===== src/rtl/pc_ir_unit.sv =====
// Program-counter / instruction-register stage of the multi-cycle core.
// Holds the fetch PC, latches the fetched instruction word into the IR, and applies
// the control unit's PC-select (hold / increment / relative branch / jump) and
// instruction-load commands each enabled cycle.
// Optional feature macro: RETIRE_CNT_EN adds a saturating 32-bit fetched-instruction
// counter on retire_cnt_out; without it the port is tied to zero.
module pc_ir_unit #(
    parameter int unsigned              DATA_WIDTH = 16,
    parameter int unsigned              ADDR_WIDTH = 16,
    parameter logic [ADDR_WIDTH-1:0]    RESET_PC   = '0
) (
    input  logic                  clk,
    input  logic                  rst_n,
    input  logic                  en,
    input  logic [1:0]            ps_in,
    input  logic                  il_in,
    input  logic [DATA_WIDTH-1:0] mem_data_in,
    input  logic [DATA_WIDTH-1:0] a_in,
    output logic [ADDR_WIDTH-1:0] pc_out,
    output logic [DATA_WIDTH-1:0] ins_out,
    output logic [31:0]           retire_cnt_out
);

    logic [ADDR_WIDTH-1:0] pc_q, pc_d;
    logic [DATA_WIDTH-1:0] ins_q, ins_d;
    logic [5:0]            br_off;
    logic [ADDR_WIDTH-1:0] br_off_ext;
    logic [ADDR_WIDTH-1:0] jump_target;

    // Branch offset comes from the IR currently held, never from the incoming word.
    assign br_off     = {ins_q[8:6], ins_q[2:0]};
    assign br_off_ext = {{(ADDR_WIDTH-6){br_off[5]}}, br_off};

    if (DATA_WIDTH >= ADDR_WIDTH) begin : g_jump_trunc
        assign jump_target = a_in[ADDR_WIDTH-1:0];
    end else begin : g_jump_zext
        assign jump_target = {{(ADDR_WIDTH-DATA_WIDTH){1'b0}}, a_in};
    end

    // Next-state for PC and IR; stalled cycles drop the command entirely.
    always_comb begin
        pc_d  = pc_q;
        ins_d = ins_q;
        if (en) begin
            unique case (ps_in)
                2'b00:   pc_d = pc_q;
                2'b01:   pc_d = pc_q + 1'b1;
                2'b10:   pc_d = pc_q + br_off_ext;
                2'b11:   pc_d = jump_target;
                default: pc_d = pc_q;
            endcase
            if (il_in) begin
                ins_d = mem_data_in;
            end
        end
    end

    // PC and IR registers with asynchronous reset.
    always_ff @(posedge clk or negedge rst_n) begin
        if (!rst_n) begin
            pc_q  <= RESET_PC;
            ins_q <= '0;
        end else begin
            pc_q  <= pc_d;
            ins_q <= ins_d;
        end
    end

    assign pc_out  = pc_q;
    assign ins_out = ins_q;

`ifdef RETIRE_CNT_EN
    logic [31:0] cnt_q, cnt_d;

    // Count enabled instruction loads, sticking at all-ones instead of wrapping.
    always_comb begin
        cnt_d = cnt_q;
        if (en && il_in && (cnt_q != 32'hFFFF_FFFF)) begin
            cnt_d = cnt_q + 32'd1;
        end
    end

    // Retire counter register.
    always_ff @(posedge clk or negedge rst_n) begin
        if (!rst_n) begin
            cnt_q <= '0;
        end else begin
            cnt_q <= cnt_d;
        end
    end

    assign retire_cnt_out = cnt_q;
`else
    assign retire_cnt_out = '0;
`endif

endmodule


===== config.mk =====
export PLATFORM = sky130hd
export DESIGN_NAME = pc_ir_unit
export DESIGN_NICKNAME = d
export VERILOG_FILES = /design/src/rtl/pc_ir_unit.sv
export SDC_FILE = /design/constraint.sdc
export NUM_CORES = 1
export LEC_CHECK = 0
export ABC_AREA = 1
export BUFFER_PORTS_ARGS = -buffer_cell sky130_fd_sc_hd__buf_2
export CAP_MARGIN = 10
export CORE_UTILIZATION = 40
export DETAILED_ROUTE_END_ITERATION = 16
export PLACE_DENSITY = 0.71
export SLEW_MARGIN = 20
export SYNTH_ARGS = -nofsm -noshare
export SYNTH_HDL_FRONTEND = slang
export SYNTH_SLANG_ARGS = --single-unit

===== constraint.sdc =====
create_clock -name clk -period 2 [get_ports clk]
set_clock_uncertainty 0.05 [all_clocks]
set_input_delay 0.3 -clock clk [delete_from_list [all_inputs] [get_ports clk]]
set_output_delay 0.3 -clock clk [all_outputs]
set_load 0.01 [all_outputs]

==> flow_summary_export.csv, run 1 <==
group,metric,value,unit
run_status,outcome,"complete, but fails checks",
run_status,violations,"negative setup slack",
critical_path,critPathKind,"reg -> reg",
cts,holdBufCountCts,0,
finish,final_common_cell,"buf_2",
worst_hold_path,hold_path.class,"in -> async",
timing,final_hold_viol_count,0,
drt,antenna_left,0,
critical_path,worstPathArrival,2.24,ns
yosys,synth_area,2600,µm²
critical_path,cpLargestDelayFamily,"simple AND/OR/NAND/NOR gates",
floorplan,row_count,28,
power,total_leakage_power,1.76,nW
power,intPower,0.00171,W
power,clkPwrFrac,18.2,%
critical_path,cp-end-kind,"flip-flop",
timing,fmax,0.478,GHz
global_route,grt_pass1_vias,2453,
finish,final_cell_mix,"69 x buf_2, 60 x nand2_1, 34 x nor2_1, 33 x inv_1",
global_route,grtUsageMet3,4.95,%
timing,max-slew-margin-rel,51.6,%
power,switching_share,42.9,%
yosys,synth-seq-cells,32,
critical_path,slowest_delay,0.38,ns
finish,area_delta_synth_final,26.3,%
finish,num-fill-cells,584,
finish,diodes,0,
yosys,ys.flop_type,"dfrtp_1",
cts,cts.sinks,32,
timing,rsz0062_at_grt,"yes",
global_route,grt_overflow,0,
drt,via_per_inst,4.90,
placed_design,postPlaceCellArea,3070,µm²
global_route,antenna_found_initial,0,
yosys,syn-instance-count,350,
placed_design,gp_congestion,0.931,
cts,clk_pin_slew,0.08,ns
critical_path,crit_chain,"or2_4 > ha_4 > fa_2 > nand3_2 > nand3_2 > nand2_2 > nand2_2 > nand3_2 > nand2_2 > nand2_2 > nand2_1 > nand2_1 > nand3_1 > nand2_1 > nand2_1",
cts,htreeDepth,2,
cts,cts_tree,"done",
yosys,synth_top_area_share,30.8,%
timing,fin_crit_sh,105,%
global_route,grt_pass1_wl,11.0,mm
drt,drc,0,
global_route,met2_usage,35.3,%
timing,fin_crit,2.09,ns
global_route,grt_start_max_net_pins,33,
finish,drive_above_1_share,39.2,%
timing,hold-worst-slack,0.0125,ns
critical_path,worst_setup_path_start_kind,"flip-flop",
power,p_per_area,914,nW/µm²
timing,setup_violations,2,
placed_design,numPortBuffers,69,
yosys,async_reset_ff_share,100,%
critical_path,cp_num_buf_inv,0,
yosys,synth_area_per_cell,7.42,µm²
drt,dr.pass1.iters,4,
cts,cts_root_buf,"clkbuf_8",
finish,finalInstanceArea,3280,µm²
global_route,grt.busiest_layer,"met2",
timing,tightest_slew,0.727,ns
yosys,synth_top_area_cell,"dfrtp_1",
timing,post-route-worst-setup-slack,-0.0912,ns
flow_run,maxCapViolations,0,
yosys,seq_area_frac_synth,30.8,%
yosys,synth.yosys.warnings,0,
yosys,synthTopCellsByArea,"dfrtp_1 31%, buf_4 10%, nand2_1 10%",
power,peakVddDrop,576,µV
power,power,0.00300,W
power,power.switching,0.00129,W
global_route,use_met1,26.8,%
floorplan,ios,102,
placed_design,post-place-ws,-0.296,ns
drt,drt-total-wl,6.60,mm
placed_design,hpwl,5.12,mm
critical_path,path_max_fanout,3,
critical_path,cp_slowest_cell,"dfrtp_1",
finish,fin_nets,484,
yosys,synth_cell_types,34,
cts,numCtsBuffers,5,
global_route,grt_util_all_layers,21.3,%
floorplan,start_util,42.6,%
floorplan,die_w,82.6,µm
timing,drv_slew,0,
cts,clk_latency,0.29,ns
critical_path,required,2.15,ns
floorplan,die_y,82.6,µm
power,p_seq_share,30.8,%
power,comb_power_share,51.1,%
drt,drt_iter0_drc,183,
yosys,synth_edf_count,0,
finish,fin_util,53.8,%
drt,vias,2528,
floorplan,core,6100,µm²
floorplan,dieArea,6820,µm²
cts,cts.path.max_buffers,2,
drt,wl_per_cell,12.8,µm
[synth_stat cells, types with 2 or more instances]
| master | n |
|---|---|
| a21oi_1 | 17 |
| a41o_1 | 2 |
| a41oi_1 | 5 |
| buf_4 | 35 |
| clkbuf_1 | 7 |
| dfrtp_1 | 32 |
| ha_1 | 5 |
| inv_1 | 35 |
| inv_2 | 3 |
| mux2_2 | 11 |
| nand2_1 | 70 |
| nand2_2 | 12 |
| nand2_4 | 6 |
| nand3_1 | 31 |
| nand4_1 | 4 |
| nor2_1 | 36 |
| nor2_2 | 3 |
| nor2_4 | 3 |
| o21ai_0 | 10 |
| o22ai_1 | 5 |
| or2_2 | 2 |
| xnor2_1 | 2 |
| xor2_1 | 3 |
[worst paths after layout]
check | from | end | slack [ns] | cells past startpoint
min | rst_n | ins_out[11] | 0.01 | 1
max reg2reg | ins_out[0] | pc_out[12] | -0.09 | 15
max in group asynchronous | rst_n | pc_out[15] | 1.42 | 1
max | ins_out[0] | pc_out[12] | -0.09 | 15
min in group clk | mem_data_in[15] | ins_out[15] | 0.19 | 2
min reg2reg | ins_out[13] | ins_out[13] | 0.46 | 1
[metal layers]
layer / wire length [µm] / up-vias
li1: - / 1245
met1: 2920 / 1158
met2: 3070 / 110
met3: 479 / 15
met4: 133 / 0
met5: 0 / -
[area by class of cell]
type	instances	area, µm²	share of cell area (%)
clock inverters	2	10.0	0.305
repair buffers	95	566	17.2
flip-flops and latches	32	801	24.4
well taps	75	93.8	2.86
multi-input cells	268	1580	48.2
clock buffers	6	82.6	2.52
inverters	38	145	4.43
[state kept, by name, indices dropped and copies added, names as in the netlist]
register and flops:
ins_out 16, pc_out 16
[logic make-up after synthesis]
group | Yosys count | share of synthesized area (%)
compound gates | 44 | 10.5
xor+xnor | 5 | 1.69
fa+ha+maj | 6 | 3.18
buf+inv | 81 | 17.4
flops | 32 | 30.8
mux | 11 | 4.77
other cells | 1 | 0.144
simple gates | 170 | 31.5
[repair_timing]
action / CTS / global route
buffers inserted: 2 / 3
hold endpoints to repair: 0 / 0
endpoints found under the setup margin: 5 / 10
gates resized for setup: 3 / 20
pin swaps: 7 / 8
[power groups by stage]
stage / combinational, W / clock [W] / sequential, W
floorplan: 0.000916 / 0 / 0.000978
global placement: 0.00137 / 0 / 0.000931
detailed placement: 0.00139 / 0 / 0.000932
CTS: 0.00142 / 0.000561 / 0.000921
global route: 0.00170 / 0.000585 / 0.000944
finish: 0.00153 / 0.000545 / 0.000922
[per-stage QoR]
step / TNS [ns] / cells
6_report: -0.0969 / 516
5_1_grt: -0.705 / 516
4_1_cts: -0.0600 / 513
3_5_place_dp: -1.67 / 503
3_3_place_gp: -1.31 / 503
2_1_floorplan: -0.233 / 381
Note: power is estimated with default switching activity, not from simulation.
==> inputs of run 2 (changes only) <==
--- a/config.mk
+++ b/config.mk
@@ -8,6 +8,7 @@
 export ABC_AREA = 1
 export BUFFER_PORTS_ARGS = -buffer_cell sky130_fd_sc_hd__buf_2
 export CAP_MARGIN = 10
+export CORE_MARGIN = 2
 export CORE_UTILIZATION = 40
 export DETAILED_ROUTE_END_ITERATION = 16
 export PLACE_DENSITY = 0.71
==> run 2 against run 1 <==
Compared with the run above: the flow still finishes with violations (negative setup slack); combinational power is essentially flat; critical path depth unchanged; cell count is 0.78% lower; clock power barely moved; wire length up 1.2%; register-to-register slack worse by 0.02 ns; via count shrank 0.51%; total power up 0.40%; non-clock buffer count decreased by 6; fmax fell by 0.87%; sequential share of layout area grew 0.065 points; global-route usage shrank 2.8 points; critical path type unchanged.
==> flow_summary_export.csv, run 2 (synthesized netlist as in run 1, its figures left out) <==
group,metric,value,unit
run_status,violations,"negative setup slack",
drt,route.met3.wl,418,µm
critical_path,cp-end-kind,"flip-flop",
flow_run,maxCapViolations,0,
run_status,outcome,"complete, but fails checks",
worst_hold_path,hold_path.class,"in -> async",
floorplan,start_util,41.1,%
cts,cts.sinks,32,
global_route,grt_overflow,0,
drt,drt-total-wl,6.67,mm
finish,fin_nets,478,
global_route,grt_start_max_net_pins,33,
drt,vias,2515,
floorplan,die_w,84.6,µm
placed_design,place_inst,503,
critical_path,required,2.14,ns
cts,cts_root_buf,"clkbuf_8",
drt,via_per_inst,4.91,
critical_path,worst_setup_path_start_kind,"flip-flop",
floorplan,die_y,84.6,µm
global_route,grt_pass1_vias,2416,
timing,fmax,0.474,GHz
timing,fin_crit,2.11,ns
placed_design,hpwl,5.12,mm
cts,clk_pin_slew,0.08,ns
finish,finalInstanceArea,3270,µm²
drt,wl_met2,3.29,mm
power,peakVddDrop,526,µV
finish,num-fill-cells,625,
drt,wl_met1,2.86,mm
drt,dr.pass1.iters,4,
timing,rsz0062_at_grt,"yes",
finish,final_cell_mix,"69 x buf_2, 61 x nand2_1, 32 x conb_1, 32 x dfrtp_1, 31 x inv_1",
floorplan,ios,102,
cts,holdBufCountCts,0,
global_route,antenna_found_initial,0,
placed_design,post-place-ws,-0.303,ns
drt,wl_per_cell,13.0,µm
floorplan,dieArea,7150,µm²
critical_path,critPathKind,"reg -> reg",
cts,cts.path.max_buffers,2,
timing,post-route-worst-setup-slack,-0.110,ns
finish,diodes,0,
drt,drt_iter0_drc,193,
cts,clk_latency,0.29,ns
placed_design,gp_congestion,0.874,
floorplan,row_count,29,
timing,final_hold_viol_count,0,
finish,area_delta_synth_final,25.9,%
global_route,grt_pass1_wl,10.7,mm
floorplan,core,6310,µm²
timing,max-slew-margin-rel,51.0,%
timing,setup_violations,3,
cts,numCtsBuffers,5,
power,p_per_area,920,nW/µm²
critical_path,worstPathArrival,2.25,ns
finish,drive_above_1_share,40.7,%
finish,stdcell_count,512,
drt,antenna_left,0,
power,total_leakage_power,1.72,nW
cts,cts_tree,"done",
drt,drc,0,
drt,top_layer_used,"met4",
timing,tightest_slew,0.734,ns
global_route,grt_util_all_layers,18.4,%
critical_path,path_max_fanout,3,
timing,fin_crit_sh,105,%
timing,hold-worst-slack,0.0137,ns
placed_design,numPortBuffers,69,
placed_design,postPlaceCellArea,3040,µm²
cts,htreeDepth,2,
timing,drv_slew,0,
finish,final_common_cell,"buf_2",
-- run 2: report_power, final --
group / switching [W] / leakage (nW) / internal, W / total (W)
Clock: 0.000272 / 0.0510 / 0.000275 / 0.000547
Sequential: 0.000148 / 0.375 / 0.000785 / 0.000933
Combinational: 0.000883 / 1.29 / 0.000647 / 0.00153
-- run 2: repair_timing --
action / in CTS / in global routing
setup endpoints to repair: 5 / 11
gates resized for setup: 5 / 27
endpoints found under the hold margin: 0 / 0
pin swaps: 8 / 15
setup buffers: 0 / 1
-- run 2: area by class of cell --
type	count	area, µm²	share of cell area (%)
multi-input combinational	268	1630	49.8
sequential	32	801	24.5
timing repair buffer	89	508	15.5
inverter	38	145	4.44
tap	77	96.3	2.95
clock buffer	6	82.6	2.52
clock inverter	2	10.0	0.306
-- run 2: final timing paths --
| path | start | cells after the start | slack [ns] | endpoint |
|---|---|---|---|---|
| max | ins_out[0] | 15 | -0.11 | pc_out[12] |
| min | rst_n | 1 | 0.01 | pc_out[9] |
| max reg2reg | ins_out[0] | 15 | -0.11 | pc_out[12] |
| min reg2reg | ins_out[13] | 1 | 0.45 | ins_out[13] |
| max in group asynchronous | rst_n | 1 | 1.42 | ins_out[0] |
| min in group clk | mem_data_in[15] | 2 | 0.18 | ins_out[15] |
-- run 2: layer usage --
| layer | up-vias | track usage, % |
|---|---|---|
| li1 | 1235 | - |
| met2 | 94 | 31.9 |
| met3 | 9 | 3.74 |
| met1 | 1177 | 23.2 |
| met5 | - | 0 |
| met4 | 0 | 5.34 |
-- run 2: through the flow --
stage | power [W] | utilization, % | TNS, ns
final | 0.00301 | 51.8 | -0.198
after global routing | 0.00322 | 51.8 | -0.943
after CTS | 0.00286 | 49.9 | -0.238
after detailed placement | 0.00231 | 48.2 | -1.85
after global placement | 0.00229 | 48.2 | -1.42
after floorplan | 0.00189 | - | -0.233
-- run 2: critical path: stages, from the launching register on --
cell and delay, ns:
dfrtp_1 0.39, or2_4 0.24, ha_4 0.16, fa_2 0.36, nand3_2 0.07, nand3_2 0.07, nand2_2 0.09, nand2_2 0.05
nand3_2 0.08, nand2_2 0.06, nand2_2 0.07, nand2_1 0.05, nand2_1 0.08, nand3_1 0.06, nand2_1 0.07, nand2_1 0.05
